`src/rtl/nibble_seq_pkg.sv`:
```
// Shared definitions for the nibble-serial adder sequencer: FSM state
// encodings and the width of the time-shared adder slice.
package nibble_seq_pkg;

  localparam int NIB_W = 4;

  typedef enum logic [1:0] {
    ST_IDLE = 2'd0,
    ST_RUN  = 2'd1,
    ST_DONE = 2'd2
  } state_e;

endpackage

```
`src/rtl/nibble_add4.sv`:
```
// Combinational 4-bit ripple adder slice. Besides the carry out it exports
// the carry into bit 3, so the top level can form signed overflow on the
// most significant nibble.
module nibble_add4 (
  input  logic [3:0] a,
  input  logic [3:0] b,
  input  logic       cin,
  output logic       co,
  output logic       c3,
  output logic [3:0] s
);

  logic [4:0] c;

  // Bit-level ripple carry chain
  always_comb begin
    c    = '0;
    s    = '0;
    c[0] = cin;
    for (int i = 0; i < 4; i++) begin
      s[i]   = a[i] ^ b[i] ^ c[i];
      c[i+1] = (a[i] & b[i]) | (a[i] & c[i]) | (b[i] & c[i]);
    end
  end

  assign co = c[4];
  assign c3 = c[3];

endmodule

```
`src/rtl/nibble_serial_add_ctrl.sv`:
```
// Wide adder built by time-sharing one 4-bit slice, LSB nibble first, one
// nibble per clock. A carry register chains nibbles; the sum is assembled in
// an accumulator and published to s/co only at completion.
// Optional feature: define NSA_OVF_EN to add the registered signed-overflow
// output ovf.
module nibble_serial_add_ctrl #(
  parameter int NIBBLES = 4
) (
  input  logic                   clk,
  input  logic                   rst_n,
  input  logic                   start,
  input  logic [4*NIBBLES-1:0]   a,
  input  logic [4*NIBBLES-1:0]   b,
  input  logic                   cin,
  output logic                   busy,
  output logic                   done,
  output logic [4*NIBBLES-1:0]   s,
  output logic                   co
`ifdef NSA_OVF_EN
  ,
  output logic                   ovf
`endif
);

  import nibble_seq_pkg::*;

  localparam int W     = NIB_W * NIBBLES;
  localparam int IDX_W = $clog2(NIBBLES);
  localparam logic [IDX_W-1:0] IDX_LAST = IDX_W'(NIBBLES - 1);

  state_e             state_q, state_d;
  logic [IDX_W-1:0]   idx_q, idx_d;
  logic               carry_q, carry_d;
  logic [W-1:0]       a_q, a_d;
  logic [W-1:0]       b_q, b_d;
  logic [W-1:0]       acc_q, acc_d;
  logic [W-1:0]       s_q, s_d;
  logic               co_q, co_d;
  logic               busy_q, busy_d;
  logic               done_q, done_d;
`ifdef NSA_OVF_EN
  logic               ovf_q, ovf_d;
`endif

  logic [NIB_W-1:0]   slice_a, slice_b, slice_s;
  logic               slice_co, slice_c3;

  // Select the current nibble of each captured operand for the shared slice
  always_comb begin
    slice_a = a_q[idx_q*NIB_W +: NIB_W];
    slice_b = b_q[idx_q*NIB_W +: NIB_W];
  end

  nibble_add4 u_slice (
    .a   (slice_a),
    .b   (slice_b),
    .cin (carry_q),
    .co  (slice_co),
    .c3  (slice_c3),
    .s   (slice_s)
  );

`ifndef NSA_OVF_EN
  // The slice always exports c3; without overflow reporting nothing needs it.
  logic unused_c3;
  assign unused_c3 = slice_c3;
`endif

  // Next-state logic: operand capture, nibble sequencing and result publish
  always_comb begin
    state_d = state_q;
    idx_d   = idx_q;
    carry_d = carry_q;
    a_d     = a_q;
    b_d     = b_q;
    acc_d   = acc_q;
    s_d     = s_q;
    co_d    = co_q;
`ifdef NSA_OVF_EN
    ovf_d   = ovf_q;
`endif
    case (state_q)
      ST_IDLE, ST_DONE: begin
        // DONE accepts start too, giving back-to-back operation
        if (start) begin
          state_d = ST_RUN;
          a_d     = a;
          b_d     = b;
          carry_d = cin;
          idx_d   = '0;
        end else begin
          state_d = ST_IDLE;
        end
      end
      ST_RUN: begin
        acc_d[idx_q*NIB_W +: NIB_W] = slice_s;
        carry_d = slice_co;
        if (idx_q == IDX_LAST) begin
          // Publish with the final nibble already merged in
          s_d     = acc_d;
          co_d    = slice_co;
`ifdef NSA_OVF_EN
          ovf_d   = slice_c3 ^ slice_co;
`endif
          idx_d   = '0;
          state_d = ST_DONE;
        end else begin
          idx_d   = idx_q + IDX_W'(1);
        end
      end
      default: state_d = ST_IDLE;
    endcase
    // Status outputs are registered copies of the next state decode
    busy_d = (state_d == ST_RUN);
    done_d = (state_d == ST_DONE);
  end

  // State and datapath registers; reset aborts any operation in flight
  always_ff @(posedge clk or negedge rst_n) begin
    if (!rst_n) begin
      state_q <= ST_IDLE;
      idx_q   <= '0;
      carry_q <= 1'b0;
      a_q     <= '0;
      b_q     <= '0;
      acc_q   <= '0;
      s_q     <= '0;
      co_q    <= 1'b0;
      busy_q  <= 1'b0;
      done_q  <= 1'b0;
`ifdef NSA_OVF_EN
      ovf_q   <= 1'b0;
`endif
    end else begin
      state_q <= state_d;
      idx_q   <= idx_d;
      carry_q <= carry_d;
      a_q     <= a_d;
      b_q     <= b_d;
      acc_q   <= acc_d;
      s_q     <= s_d;
      co_q    <= co_d;
      busy_q  <= busy_d;
      done_q  <= done_d;
`ifdef NSA_OVF_EN
      ovf_q   <= ovf_d;
`endif
    end
  end

  assign busy = busy_q;
  assign done = done_q;
  assign s    = s_q;
  assign co   = co_q;
`ifdef NSA_OVF_EN
  assign ovf  = ovf_q;
`endif

endmodule
```
`config.mk`:
```
export PLATFORM = sky130hd
export DESIGN_NAME = nibble_serial_add_ctrl
export DESIGN_NICKNAME = d
export VERILOG_FILES = /design/src/rtl/nibble_seq_pkg.sv /design/src/rtl/nibble_add4.sv /design/src/rtl/nibble_serial_add_ctrl.sv
export SDC_FILE = /design/constraint.sdc
export NUM_CORES = 1
export LEC_CHECK = 0
export CAP_MARGIN = 20
export CELL_PAD_IN_SITES_DETAIL_PLACEMENT = 1
export CELL_PAD_IN_SITES_GLOBAL_PLACEMENT = 1
export CORE_ASPECT_RATIO = 2
export CORE_MARGIN = 2
export CORE_UTILIZATION = 44
export DETAILED_ROUTE_END_ITERATION = 8
export GPL_TIMING_DRIVEN = 0
export PLACE_DENSITY_LB_ADDON = 0.1
export SETUP_SLACK_MARGIN = 0.3
export SYNTH_ARGS = -nofsm -noshare
export SYNTH_HDL_FRONTEND = slang
export SYNTH_SLANG_ARGS = --single-unit
export TNS_END_PERCENT = 20
```
`constraint.sdc`:
```
create_clock -name clk -period 5.62 [get_ports clk]
set_input_delay 1.686 -clock clk [delete_from_list [all_inputs] [get_ports clk]]
set_output_delay 1.686 -clock clk [all_outputs]
set_load 0.02 [all_outputs]
```
# Yosys cells after proc, flatten, opt, wreduce, memory -nomap -nowiden
# Cells that the tools add are included.
# op_classes
n_addsub	2
eq_ne	6
shifts	4
muxes	9
bitwise_logic	28
n_reduce_logical	6
# op_table
operator	n
negation 4 -> 34 bit	1
variable shift 4 x 34 -> 16 bit, first input constant	1
indexed part select 4 x 34 -> 16 bit	1
indexed part select 16 x 5 -> 4 bit	2
bitwise mux 16 bit	1
AND 1 bit	12
bitwise OR 1 bit	8
case mux 2 bit (2 select lines)	2
XOR 1 bit	8
== test 2 bit, second input constant	3
2-to-1 mux 2 bit	3
AND reduction 2 bit	3
== test 2 x 1 -> 1 bit, second input constant	2
adder 2 x 1 -> 2 bit, second input constant	1
zero test 2 bit	1
2-to-1 mux 1 bit	2
inequality test 2 bit, second input constant	1
case mux 1 bit (2 select lines)	1
nonzero test 2 bit	1
OR reduction 2 bit	1
# word_totals
reg_bits	72
inputBits	36
out_inout_bits	19
word_cells	65

# Depth between registers and ports, before layout
# Gate-level depths: netlist (run 1).
# logic_depth
word_depth	14
depth_mapped	11
ltp_nobuf	9

# By module
# From an unflattened synthesis (run 1), not the netlist that was laid out.
# hier_totals
cells_unflattened	324
area_unflattened_um2	3362.0
# by_module_without_submodules
module	n_inst	cells_per_inst	area_each_um2	seq_area_each_um2
nibble_serial_add_ctrl	1	310	3244.4	1801.7
nibble_add4	1	14	117.6	0.0

# Worst setup path before layout (run 1)
# OpenSTA, ideal clock, no wires.
# synth_path
kind	register to register
from	reg idx_q[0]
to	reg acc_q[3]
arrival_ns	2.803
t_required_ns	5.498
path_slack_ns	2.696
path_stages_with_launch	11
n_path_buf	2
cell_sequence	dfrtp_1 buf_6 mux4_1 fa_1 inv_1 fa_1 fa_1 inv_1 fa_1 buf_2 a32o_1
# synth_between
elab_chain_cells	13
elab_cells_between_ends	29
classes_between	1 x add/sub; 4 x shift; 1 x mux; 23 x bitwise
# synth_lines
element	line_no	text
start, declared	nibble_serial_add_ctrl.sv:32	logic [IDX_W-1:0] idx_q, idx_d;
start signal, assigned	nibble_serial_add_ctrl.sv:136	idx_q <= idx_d;
indexed part select 16 x 5 -> 4 bit (on tied branches)	nibble_serial_add_ctrl.sv:50, nibble_serial_add_ctrl.sv:51	
AND 1 bit	nibble_add4.sv:22	c[i+1] = (a[i] & b[i]) | (a[i] & c[i]) | (b[i] & c[i]);
bitwise OR 1 bit (2 in series)	nibble_add4.sv:22	
AND 1 bit	nibble_add4.sv:22	
bitwise OR 1 bit (2 in series)	nibble_add4.sv:22	
AND 1 bit	nibble_add4.sv:22	
bitwise OR 1 bit (2 in series)	nibble_add4.sv:22	
XOR 1 bit	nibble_add4.sv:21	s[i] = a[i] ^ b[i] ^ c[i];
indexed part select 4 x 34 -> 16 bit	nibble_serial_add_ctrl.sv:96	acc_d[idx_q*NIB_W +: NIB_W] = slice_s;
bitwise mux 16 bit (*)	nibble_serial_add_ctrl.sv:96	
end signal, assigned	nibble_serial_add_ctrl.sv:126	acc_q <= '0;
end signal, assigned	nibble_serial_add_ctrl.sv:140	acc_q <= acc_d;
end, declared	nibble_serial_add_ctrl.sv:36	logic [W-1:0] acc_q, acc_d;
# Every way passes the cells marked *; elsewhere a longest branch is shown, timed or not.
# A chain may end at the register's enable or synchronous reset.

# Worst setup path after layout (run 1)
# layout_path
from	reg idx_q[0]
to	reg s_q[3], in the netlist s[3]
# layout_between
elab_chain_cells	13
elab_cells_between_ends	31
classes_between	1 x add/sub; 1 x eq/ne; 4 x shift; 1 x mux; 23 x bitwise; 1 x reduce/logical
# layout_lines
element	line_no	text
indexed part select 16 x 5 -> 4 bit (on tied branches)	nibble_serial_add_ctrl.sv:50, nibble_serial_add_ctrl.sv:51	
AND 1 bit	nibble_add4.sv:22	
bitwise OR 1 bit (2 in series)	nibble_add4.sv:22	
AND 1 bit	nibble_add4.sv:22	
bitwise OR 1 bit (2 in series)	nibble_add4.sv:22	
AND 1 bit	nibble_add4.sv:22	
bitwise OR 1 bit (2 in series)	nibble_add4.sv:22	
XOR 1 bit	nibble_add4.sv:21	
indexed part select 4 x 34 -> 16 bit	nibble_serial_add_ctrl.sv:96	
bitwise mux 16 bit	nibble_serial_add_ctrl.sv:96	
end signal, assigned	nibble_serial_add_ctrl.sv:127	s_q <= '0;
end signal, assigned	nibble_serial_add_ctrl.sv:141	s_q <= s_d;
end, declared	nibble_serial_add_ctrl.sv:37	logic [W-1:0] s_q, s_d;
# Parallel ways exist; a longest one is shown, timed or not.

==> summary.md, run 1 <==
| Metric | Value |
|---|---|
| Status | `completed` |
| Syn Inst Count | `between 300 and 400` |
| Clock tree root driver cell | `clkbuf_16` |
| Fillers | `between 800 and 900` |
| Final WL | `8980 um` |
| Num CTS Buffers | `9` |
| Final Net Count | `about 430` |
| Post-DRT Antenna Nets | `0` |
| Post-layout worst setup margin | `between 2 and 2.5 ns` |
| Via count | `about 2600` |
| Leakage | `between 2 and 2.5 nW` |
| Antenna violations before repair | `0` |
| Crit end category | `flip-flop` |
| Initial core utilization | `0.446` |
| Number of distinct library cells after synthesis | `28` |
| GRT Total Usage | `0.240` |
| Critical Path Fanout Max | `10` |
| Most used DFF post-synth | `dfrtp_1` |
| Yosys top cell by area | `dfrtp_1` |
| GP Congestion | `slightly below 0.8` |
| Tot Pwr | `about 3 mW` |
| Max_cap viols | `0` |
| First-pass GRT wire length | `~15000 um` |
| Post-synth EDFFs | `0` |
| WL met1 | `roughly 3500 um` |
| Syn Area/Cell | `10.4 um^2` |
| Flops & latches, synth | `72` |
| GRT overflow | `0` |
| Clock latency on the worst-skew pair | `about 0.34 ns` |
| # clock sinks | `72` |
| RSZ-0062 raised after global routing | `false` |
| Post-CTS Setup Bufs | `0` |
| Clock-pin transition on the worst setup and hold timing paths | `around 0.05 ns` |
| Worst endpoint data arrival time | `between 3 and 4 ns` |
| Min Tclk post-route | `3.37 ns` |
| Top routing layer in use | `met4` |
| Worst VDD drop | `about 380 uV` |
| Largest net degree at the start of global routing | `73` |
| # setup viols final | `0` |
| Crit Path Class | `flip-flop to flip-flop` |
| # DRC | `0` |
| Share of layout cells above drive strength 1 | `0.112` |
| Max Fclk | `slightly below 0.3 GHz` |
| Rel. slew slack | `0.400` |
| Placed Area | `~0.0040 mm^2` |
| Least-Margin Pin Slew | `between 0.9 and 1 ns` |
| Vias in the first global route | `roughly 2800` |
| Post-synth top area share | `0.539` |
| Hold WS | `around 0.47 ns` |
| IO Port Bufs | `54` |
| FFs w/ async S/R, synth | `1.00` |
| Metal2 WL | `about 5000 um` |
| Setup_tns | `0 ns` |
| Pre-CTS setup slack | `around 2.2 ns` |
| Synthesized area | `0.00334 mm^2` |
| Yosys warns | `0` |
| Worst Hold Class | `flip-flop to flip-flop` |
| PD cells | `between 600 and 700 mW/mm^2` |
| Antenna diode count | `0` |
| Post-CTS resize count | `0` |
| Largest cells by area after synthesis | `dfrtp_1 (54%), nand2_1 (12%), mux4_1 (3.9%)` |
| Die area | `0.00835 mm^2` |
| Drt pass-1 iters | `4` |
| Via density per instance | `5.33` |
| WL met3 | `between 300 and 400 um` |
| Height of the chip | `~130 um` |
| I/O pins | `between 50 and 60` |
| Dpl hpwl | `5960 um` |
| Final worst-path cycle share | `0.599` |
| CTS tree | `yes` |
| Critical path data required time | `slightly below 6 ns` |
| Clock buffer depth | `2` |
| Post-synthesis sequential area ratio | `0.539` |
| P&R area growth vs syn | `29.2%` |
| Starting DRT DRC Count | `103` |
| Core area | `about 0.0075 mm^2` |
| Setup crit start kind | `flip-flop` |
| Syn_nets | `approximately 370` |
| Final Hold Fails | `0` |
| Hold_buf cts | `0` |
| Die width | `around 66 um` |
| H-tree lvl count | `3` |
| Max Clock Skew | `between 0.006 and 0.007 ns` |
| Finished Cell Area | `around 0.0043 mm^2` |
| Fin. max-slew vios | `0` |
| Drt wl/cell | `about 18 um` |
| Row cnt | `between 40 and 50` |
==> worst max-delay path, cell delays in order (launching register included) <==
cell and delay [ns]:
dfrtp_1 0.53, buf_6 0.23, mux4_1 0.62, fa_1 0.40, inv_1 0.07, fa_1 0.18, fa_1 0.17, inv_1 0.05
fa_1 0.47, buf_2 0.20, a21oi_1 0.20, a21oi_1 0.10
==> stage by stage <==
step	util	instances
2_1_floorplan	-	323
3_3_place_gp	0.534	471
3_5_place_dp	0.534	471
4_1_cts	0.577	487
5_1_grt	0.577	487
6_report	0.577	487
==> state kept, by name, indices dropped and copies added, names as in the netlist <==
name,flops
idx_q,2
busy,1
acc_q,16
done,1
co,1
state_q,2
a_q,16
s,16
carry_q,1
b_q,16
==> logic make-up (layout without fill, tap and decap cells) <==
| group | count (synthesis) | in the layout | share of synthesized area |
|---|---|---|---|
| compound gates | 45 | 45 | 0.0932 |
| simple gates | 157 | 157 | 0.210 |
| flops | 72 | 72 | 0.539 |
| fa+ha+maj | 10 | 10 | 0.0464 |
| buf+inv | 30 | 100 | 0.0487 |
| mux | 9 | 9 | 0.0629 |
==> synthesized netlist by cell type (all sizes together), types with 4 or more instances <==
| library cell | number |
|---|---|
| nor2 | 19 |
| a21oi | 16 |
| a22o | 8 |
| nand2b | 18 |
| nand2 | 103 |
| a31oi | 9 |
| mux4 | 8 |
| inv | 8 |
| fa | 4 |
| nor2b | 9 |
| ha | 6 |
| a32o | 8 |
| buf | 21 |
| dfrtp | 72 |
==> layout make-up <==
| cell class | instances | area [um^2] | share of cell area |
|---|---|---|---|
| tap | 94 | 118 | 0.0272 |
| clock inverter | 6 | 82.6 | 0.0191 |
| sequential | 72 | 1800 | 0.417 |
| timing repair buffer | 54 | 538 | 0.125 |
| inverter | 8 | 30.0 | 0.00695 |
| buffer | 22 | 133 | 0.0307 |
| multi-input combinational | 221 | 1380 | 0.319 |
| clock buffer | 10 | 239 | 0.0553 |
==> power breakdown <==
part,leakage [nW],internal (mW),switching (mW)
combinational,0.986,0.626,0.827
clock,0.158,0.398,0.220
sequential,0.903,0.748,0.140
==> path summary, 6_finish.rpt <==
check / startpoint / cells after the start / to / slack (ns)
setup / recovery: idx_q[0] / 11 / s[3] / 2.25
hold / removal: b_q[7] / 2 / b_q[7] / 0.47
setup reg to reg: idx_q[0] / 11 / s[3] / 2.25
hold reg to reg: b_q[7] / 2 / b_q[7] / 0.47
max in group asynchronous: rst_n / 1 / s[8] / 3.57
min in group asynchronous: rst_n / 1 / a_q[10] / 1.47
==> per-layer routing <==
metal	vias up	global-route usage
met3	11	0.0546
met4	0	0.0895
met5	-	0
met2	57	0.413
met1	1323	0.287
li1	1204	-
==> layout by cell type, fill, tap and decap left out <==
| cell type | n |
|---|---|
| clkdlybuf4s50_1 | 53 |
| fa_1 | 4 |
| bufinv_16 | 2 |
| nor2_1 | 19 |
| a31oi_1 | 9 |
| and4bb_1 | 1 |
| clkbuf_8 | 1 |
| clkinvlp_4 | 1 |
| dfrtp_1 | 72 |
| a21oi_1 | 16 |
| o31ai_1 | 2 |
| nand2b_1 | 18 |
| ha_1 | 6 |
| buf_4 | 5 |
| buf_6 | 2 |
| and3b_1 | 2 |
| nor2b_1 | 9 |
| mux2_2 | 1 |
| nor4bb_1 | 1 |
| and4bb_2 | 1 |
| mux4_1 | 5 |
| clkinv_2 | 3 |
| clkbuf_16 | 9 |
| o21ai_0 | 2 |
| a22o_1 | 8 |
| nand3_1 | 1 |
| and4b_1 | 1 |
| buf_2 | 15 |
| clkbuf_2 | 1 |
| nand2_1 | 103 |
| a32o_1 | 8 |
| inv_1 | 8 |
| and2b_1 | 1 |
| mux4_2 | 3 |
(Power assumes the default switching activity.)
==> inputs of run 2 (changes only) <==
CORE_UTILIZATION = 41   (was 44)
clock period = 3.1 ns   (was 5.62 ns; I/O delays follow)
==> run 2 against run 1 <==
  * Global-route usage fell by 2.9 points
  * Via count decreased by 2.2%
  * Critical endpoint is now s[11]
  * Fmax increased by 18%
  * Critical path type unchanged
  * Clock power rose by 73%
  * Non-clock buffer count is 7 higher
  * Sequential power up 80%
  * Hold slack lost 0.0025 ns
  * Utilization decreased by 2.1 points
  * Design area is 2.1% higher
  * Clock skew increased by 0.0023 ns
  * Clock-buffer cell count grew 3
  * Register-to-register slack worse by 2.0 ns
==> summary.md, run 2 (synthesized netlist as in run 1, its figures left out) <==
| Metric | Value |
|---|---|
| Max_cap viols | `0 (unchanged)` |
| Initial core utilization | `0.421 (was 0.446)` |
| Status | `completed (unchanged)` |
| Drt pass-1 iters | `4 (unchanged)` |
| Rel. slew slack | `0.694 (was 0.400)` |
| Worst VDD drop | `579 uV (was 375 uV)` |
| Die width | `67.9 um (was 65.6 um)` |
| Die area | `0.00894 mm^2 (was 0.00835 mm^2)` |
| GP Congestion | `0.812 (was 0.778)` |
| Crit end category | `flip-flop (unchanged)` |
| Setup crit start kind | `flip-flop (unchanged)` |
| GRT Total Usage | `0.211 (was 0.240)` |
| Commonest non-fill, non-tap cell in the layout | `nand2_1 (unchanged)` |
| Least-Margin Pin Slew | `0.458 ns (was 0.900 ns)` |
| Num CTS Buffers | `9 (unchanged)` |
| Clock tree root driver cell | `clkbuf_16 (unchanged)` |
| Clock buffer depth | `2 (unchanged)` |
| Final Net Count | `441 (was 434)` |
| Crit. Startpoint | `idx_q[0] (unchanged)` |
| Placed Area | `0.00403 mm^2 (was 0.00400 mm^2)` |
| Core Util, Final | `0.556 (was 0.577)` |
| Core area | `0.00794 mm^2 (was 0.00749 mm^2)` |
| GRT overflow | `0 (unchanged)` |
| IO Port Bufs | `54 (unchanged)` |
| Critical path data required time | `3.31 ns (was 5.83 ns)` |
| Finished Cell Area | `0.00441 mm^2 (was 0.00432 mm^2)` |
| # DRC | `0 (unchanged)` |
| Clock-pin transition on the worst setup and hold timing paths | `0.06 ns (was 0.05 ns)` |
| Most common cell on crit path | `fa_2 (was fa_1)` |
| RSZ-0062 raised after global routing | `true (was false)` |
| Min Tclk post-route | `2.86 ns (was 3.37 ns)` |
| Drt wl/cell | `17.1 um (was 18.4 um)` |
| Hold Path Origin | `a_q[7] (was b_q[7])` |
| Crit Path Class | `flip-flop to flip-flop (unchanged)` |
| P&R area growth vs syn | `32.0% (was 29.2%)` |
| Final Hold Fails | `0 (unchanged)` |
| Reg2reg start | `idx_q[0] (unchanged)` |
| CP peak stage delay | `0.54 ns (was 0.62 ns)` |
| Share of layout cells above drive strength 1 | `0.150 (was 0.112)` |
| PD cells | `1250 mW/mm^2 (was 685 mW/mm^2)` |
| Crit-path cells | `buf_12 -> mux4_2 -> fa_2 -> inv_2 -> fa_2 -> fa_2 -> inv_1 -> fa_1 -> buf_6 -> a21oi_1 -> a21oi_1 (was buf_6 -> mux4_1 -> fa_1 -> inv_1 -> fa_1 -> fa_1 -> inv_1 -> fa_1 -> buf_2 -> a21oi_1 -> a21oi_1)` |
| First-pass GRT wire length | `13700 um (was 14600 um)` |
| Via density per instance | `5.12 (was 5.33)` |
| H-tree lvl count | `3 (unchanged)` |
| Clock latency on the worst-skew pair | `0.34 ns (about the same)` |
| Max Clock Skew | `0.00884 ns (was 0.00652 ns)` |
| CTS tree | `yes (unchanged)` |
| Critical Path Fanout Max | `8 (was 10)` |
| Final WL | `8480 um (was 8980 um)` |
| Height of the chip | `132 um (was 127 um)` |
| Fin. max-slew vios | `0 (unchanged)` |
| Worst reg2reg endpoint | `s[11] (was s[3])` |
| Critical-path top delay cell | `mux4_2 (was mux4_1)` |
| Max Fclk | `0.349 GHz (was 0.297 GHz)` |
| Worst endpoint data arrival time | `3.07 ns (was 3.58 ns)` |
| Final worst-path cycle share | `0.923 (was 0.599)` |
| FF-to-FF path depth | `11 (unchanged)` |
| Largest net degree at the start of global routing | `48 (was 73)` |
| # setup viols final | `0 (unchanged)` |
| Worst Hold Class | `flip-flop to flip-flop (unchanged)` |
| Tot Pwr | `5.52 mW (was 2.96 mW)` |
| Antenna diode count | `0 (unchanged)` |
| Post-DRT Antenna Nets | `0 (unchanged)` |
| Vias in the first global route | `2718 (was 2820)` |
| Antenna violations before repair | `0 (unchanged)` |
| R2R setup slack | `0.24 ns (was 2.25 ns)` |
| # clock sinks | `72 (unchanged)` |
| Worst setup path endpoint | `s[11] (was s[3])` |
| Most frequent cells in the layout | `nand2_1 (103), dfrtp_1 (71), clkdlybuf4s50_1 (53) (was nand2_1 (103), dfrtp_1 (72), clkdlybuf4s50_1 (53))` |
| I/O pins | `55 (unchanged)` |
| Leakage | `2.08 nW (was 2.05 nW)` |
| Dpl hpwl | `6240 um (was 5960 um)` |
| Via count | `2539 (was 2595)` |
| Row cnt | `46 (was 45)` |
| Starting DRT DRC Count | `100 (was 103)` |
## run 2: changes by cell type in the layout (fill, tap and decap cells not counted), sizes merged
cell | before | now
clkinvlp | 1 | 0
clkbuf | 11 | 14
bufinv | 2 | 1
buf | 22 | 29
clkinv | 3 | 2
## run 2: per-layer routing
metal / part of all wire / vias up / routed length (um) / global-route usage
met1: 0.35 / 1252 / 3000 / 0.214
met2: 0.59 / 49 / 4960 / 0.388
met5: 0 / - / 0 / 0
li1: - / 1222 / - / -
met4: 0.027 / 0 / 232 / 0.0822
met3: 0.033 / 16 / 279 / 0.0548
## run 2: how the worst min path moves through the flow
stage                      endpoint  slack (ns)  depth (start not counted)
after floorplan              a_q[7]        0.44                          2
after global placement       b_q[1]        0.45                          2
after detailed placement     a_q[7]        0.46                          2
after CTS                    a_q[7]        0.48                          2
after global routing      acc_q[12]        0.50                          1
final                        a_q[7]        0.47                          2
## run 2: worst max-delay path, delay by kind of cell (launching register included)
| family | cells | cell delay [ns] |
|---|---|---|
| buffers and inverters | 4 | 0.39 |
| AO/OA/AOI/OAI | 2 | 0.21 |
| adder cells (fa/ha/maj) | 4 | 1.17 |
| multiplexers | 1 | 0.54 |
| flip-flops | 1 | 0.41 |
## run 2: per-stage QoR
step,hold slack [ns],setup TNS [ns],setup slack [ns],instances
after detailed placement,0.463,0,0.0615,474
after global routing,0.498,0,0.135,496
final,0.472,0,0.238,496
after CTS,0.476,0,0.225,495
after floorplan,0.437,0,0.314,323
after global placement,0.451,-101.40,-1.68,473
## run 2: final cells by class
class	instances	area, um^2
Buffer	22	150
Timing Repair Buffer	61	611
Clock inverter	3	40.0
Sequential cell	72	1800
Tap cell	96	120
Clock buffer	13	270
Inverter	8	30.0
Fill cell	905	3530
Multi-Input combinational cell	221	1390
## run 2: power by group
part / leakage (nW) / total (mW) / switching [mW] / internal (mW)
combinational: 1.02 / 2.85 / 1.57 / 1.28
sequential: 0.902 / 1.60 / 0.238 / 1.36
clock: 0.156 / 1.07 / 0.383 / 0.686
## run 2: what timing repair did
action / 4_1_cts / 5_1_grt
pin swaps: 0 / 1
endpoints found under the hold margin: 0 / 0
buffers inserted: 5 / 1
hold buffers: 0 / 0
setup endpoints to repair: 22 / 13
resized for setup: 4 / 4
==> inputs of run 3 (changes only) <==
ABC_AREA = 1   (was default)
CTS_BUF_LIST = sky130_fd_sc_hd__clkbuf_2   (was default)
==> run 3 against run 2 <==
  * First-iteration DRC count rose by 61%
  * Register-to-register slack got worse by 0.17 ns
  * Clock-buffer cell count decreased by 3
  * Total power decreased by 9.7%
  * Non-clock buffer count is 1 lower
  * Design area grew 1.5%
  * Synthesized area up 4.6%
  * Utilization is 1.6 points lower
  * Hold slack got worse by 0.22 ns
  * Largest cell class unchanged
  * Highest routed layer unchanged
==> summary.md, run 3 <==
| Metric | Value |
|---|---|
| Post-synth top area share | `0.515 (was 0.539)` |
| P_int | `2.61 mW (was 3.33 mW)` |
| Commonest non-fill, non-tap cell in the layout | `nand2_1 (unchanged)` |
| Finished Cell Area | `0.00448 mm^2 (was 0.00441 mm^2)` |
| # clock sinks | `72 (unchanged)` |
| First-pass GRT wire length | `16600 um (was 13700 um)` |
| Drt wl/cell | `16.0 um (was 17.1 um)` |
| RSZ-0062 raised after global routing | `true (unchanged)` |
| Critical path data required time | `3.55 ns (was 3.31 ns)` |
| Combinational power share | `0.583 (was 0.517)` |
| Fin. max-slew vios | `0 (unchanged)` |
| Final worst-path cycle share | `0.979 (was 0.923)` |
| Largest cells by area after synthesis | `dfrtp_1 (52%), nand2_1 (22%), nand3_1 (7.9%) (was dfrtp_1 (54%), nand2_1 (12%), mux4_1 (3.9%))` |
| Synth cell count leaders | `nand2_1 (207), dfrtp_1 (72), nand3_1 (55) (was nand2_1 (103), dfrtp_1 (72), nor2_1 (19))` |
| Die area | `0.00933 mm^2 (was 0.00894 mm^2)` |
| Num CTS Buffers | `9 (unchanged)` |
| Synthesized area | `0.00350 mm^2 (was 0.00334 mm^2)` |
| Initial core utilization | `0.422 (was 0.421)` |
| Least-Margin Pin Slew | `0.520 ns (was 0.458 ns)` |
| Height of the chip | `135 um (was 132 um)` |
| GRT Total Usage | `0.226 (was 0.211)` |
| Via count | `3147 (was 2539)` |
| Top delay family on crit path | `adder cells (unchanged)` |
| Clock tree root driver cell | `clkbuf_2 (was clkbuf_16)` |
| Top-count cell post-synth | `nand2_1 (unchanged)` |
| Die width | `69.3 um (was 67.9 um)` |
| Most used DFF post-synth | `dfrtp_1 (unchanged)` |
| Crit. Startpoint | `idx_q[0] (unchanged)` |
| Syn Area/Cell | `7.95 um^2 (was 10.4 um^2)` |
| Max Clock Skew | `0.0129 ns (was 0.00884 ns)` |
| Clock-pin transition on the worst setup and hold timing paths | `0.20 ns (was 0.06 ns)` |
| Dpl hpwl | `7260 um (was 6240 um)` |
| Tot Pwr | `4.98 mW (was 5.52 mW)` |
| Status | `completed (unchanged)` |
| Max Fclk | `0.330 GHz (was 0.349 GHz)` |
| Via density per instance | `5.11 (was 5.12)` |
| GP Congestion | `0.784 (was 0.812)` |
| Post-synth EDFFs | `0 (unchanged)` |
| Sw power | `2.38 mW (was 2.19 mW)` |
| Clock power frac | `0.103 (was 0.194)` |
| Crit Path Class | `flip-flop to flip-flop (unchanged)` |
| R2R setup slack | `0.07 ns (was 0.24 ns)` |
| Crit-path cells | `buf_6 -> inv_4 -> buf_8 -> o21ai_4 -> o22ai_4 -> fa_2 -> inv_2 -> fa_2 -> fa_2 -> inv_2 -> fa_2 -> nand3_2 -> o21bai_1 -> nand2_1 -> nand2_1 (was buf_12 -> mux4_2 -> fa_2 -> inv_2 -> fa_2 -> fa_2 -> inv_1 -> fa_1 -> buf_6 -> a21oi_1 -> a21oi_1)` |
| Core area | `0.00829 mm^2 (was 0.00794 mm^2)` |
| Clock buffer depth | `2 (unchanged)` |
| Worst Hold Class | `input port to asynchronous set/reset pin (was flip-flop to flip-flop)` |
| Starting DRT DRC Count | `161 (was 100)` |
| Post-synthesis sequential area ratio | `0.515 (was 0.539)` |
| I/O pins | `55 (unchanged)` |
| Yosys top cell by area | `dfrtp_1 (unchanged)` |
| Crit end category | `flip-flop (unchanged)` |
| H-tree lvl count | `3 (unchanged)` |
| P&R area growth vs syn | `28.0% (was 32.0%)` |
| Share of layout cells above drive strength 1 | `0.126 (was 0.150)` |
| Most frequent cells in the layout | `nand2_1 (206), dfrtp_1 (72), nand3_1 (52), clkdlybuf4s50_1 (52), inv_1 (19) (was nand2_1 (103), dfrtp_1 (71), clkdlybuf4s50_1 (53))` |
| Most common cell on crit path | `fa_2 (unchanged)` |
| IO Port Bufs | `53 (was 54)` |
| Setup crit start kind | `flip-flop (unchanged)` |
| Sequential share of power | `0.313 (was 0.289)` |
| FF-to-FF path depth | `15 (was 11)` |
| Placed Area | `0.00418 mm^2 (was 0.00403 mm^2)` |
| Fillers | `1037 (was 905)` |
| CP peak stage delay | `0.49 ns (was 0.54 ns)` |
| Final Hold Fails | `0 (unchanged)` |
| Number of distinct library cells after synthesis | `22 (was 28)` |
| GRT overflow | `0 (unchanged)` |
| Switching Fraction | `0.477 (was 0.397)` |
| Vias in the first global route | `3415 (was 2718)` |
| Post-DRT Antenna Nets | `0 (unchanged)` |
| Syn Inst Count | `440 (was 323)` |
| Reg2reg start | `idx_q[0] (unchanged)` |
| Critical-path top delay cell | `fa_2 (was mux4_2)` |
| Min Tclk post-route | `3.03 ns (was 2.86 ns)` |
| Final WL | `9870 um (was 8480 um)` |
| Largest net degree at the start of global routing | `52 (was 48)` |
| Flops & latches, synth | `72 (unchanged)` |
| Drt pass-1 iters | `4 (unchanged)` |
| WP depth | `15 (was 11)` |
| Syn_nets | `486 (was 369)` |
| Max_cap viols | `0 (unchanged)` |
| Worst endpoint data arrival time | `3.49 ns (was 3.07 ns)` |
| Critical Path Fanout Max | `6 (was 8)` |
| # DRC | `0 (unchanged)` |
| FFs w/ async S/R, synth | `1.00 (unchanged)` |
| Antenna violations before repair | `1 (was 0)` |
| Worst reg2reg endpoint | `s[15] (was s[11])` |
| Worst setup path endpoint | `s[15] (was s[11])` |
| PD cells | `1110 mW/mm^2 (was 1250 mW/mm^2)` |
| Yosys warns | `0 (unchanged)` |
| CTS tree | `yes (unchanged)` |
| # setup viols final | `0 (unchanged)` |
| Final Net Count | `558 (was 441)` |
| Rel. slew slack | `0.653 (was 0.694)` |
| Leakage | `2.32 nW (was 2.08 nW)` |
| Clock latency on the worst-skew pair | `0.54 ns (was 0.34 ns)` |
| Worst VDD drop | `564 uV (was 579 uV)` |
| Row cnt | `47 (was 46)` |
| WP buf/inv | `5 (was 4)` |
[run 3: worst reg2reg max path, cell delays in order (launching register included)]
cell,delay (ns)
dfrtp_1,0.43
buf_6,0.14
inv_4,0.05
buf_8,0.13
o21ai_4,0.06
o22ai_4,0.18
fa_2,0.25
inv_2,0.04
fa_2,0.36
fa_2,0.38
inv_2,0.06
fa_2,0.49
nand3_2,0.13
o21bai_1,0.10
nand2_1,0.08
nand2_1,0.05
[run 3: timing repair]
item                                    CTS  global route
buffers inserted                          6             1
endpoints found under the setup margin   24            14
pin swaps                                10            12
hold buffers                              0             0
gates cloned                              0             0
resized for setup                        28            14
[run 3: power groups by stage]
stage | clock (mW) | combinational [mW] | sequential (mW)
floorplan | 0 | 1.50 | 1.62
global placement | 0 | 2.37 | 1.56
detailed placement | 0 | 2.47 | 1.58
CTS | 0.527 | 2.75 | 1.56
global route | 0.565 | 3.21 | 1.60
finish | 0.514 | 2.91 | 1.56
[run 3: kinds of logic after synthesis]
family | synth area share
simple gates | 0.335
flops | 0.515
fa+ha+maj | 0.0443
compound gates | 0.0404
buf+inv | 0.0647
[run 3: area by class of cell]
class                      instances  area (um^2)  share of cell area
antenna                            1         2.50            0.000559
clock inverter                     6         50.0              0.0112
timing repair buffer              61          608               0.136
sequential                        72         1800               0.402
buffer                            21          153              0.0341
multi-input combinational        321         1580               0.353
clock buffer                      10         50.0              0.0112
inverter                          26          110              0.0246
tap                               98          123              0.0274
[run 3: metrics by stage]
| stage | util | setup TNS (ns) | hold slack [ns] | setup slack [ns] | cells |
|---|---|---|---|---|---|
| after global routing | 0.540 | -0.00110 | 0.235 | -0.00110 | 616 |
| after global placement | 0.501 | -103.78 | 0.450 | -1.43 | 591 |
| after CTS | 0.533 | 0 | 0.225 | 0.142 | 614 |
| after detailed placement | 0.504 | -2.84 | 0.456 | -0.322 | 592 |
| after floorplan | - | 0 | 0.437 | 0.304 | 440 |
| final | 0.540 | 0 | 0.251 | 0.0652 | 616 |
[run 3: worst min path at each step]
stage	from	endpoint	slack, ns	cells past startpoint
after detailed placement	a_q[7]	a_q[7]	0.46	2
after floorplan	a_q[11]	a_q[11]	0.44	2
final	rst_n	s[8]	0.25	1
after global placement	a_q[11]	a_q[11]	0.45	2
after global routing	rst_n	s[11]	0.24	1
after CTS	rst_n	s[9]	0.23	1
[run 3: routing by layer]
metal  global-route usage  wire length, um
met5                    0                0
met4               0.0817              237
met3               0.0313              213
met2                0.449             5790
met1                0.236             3630
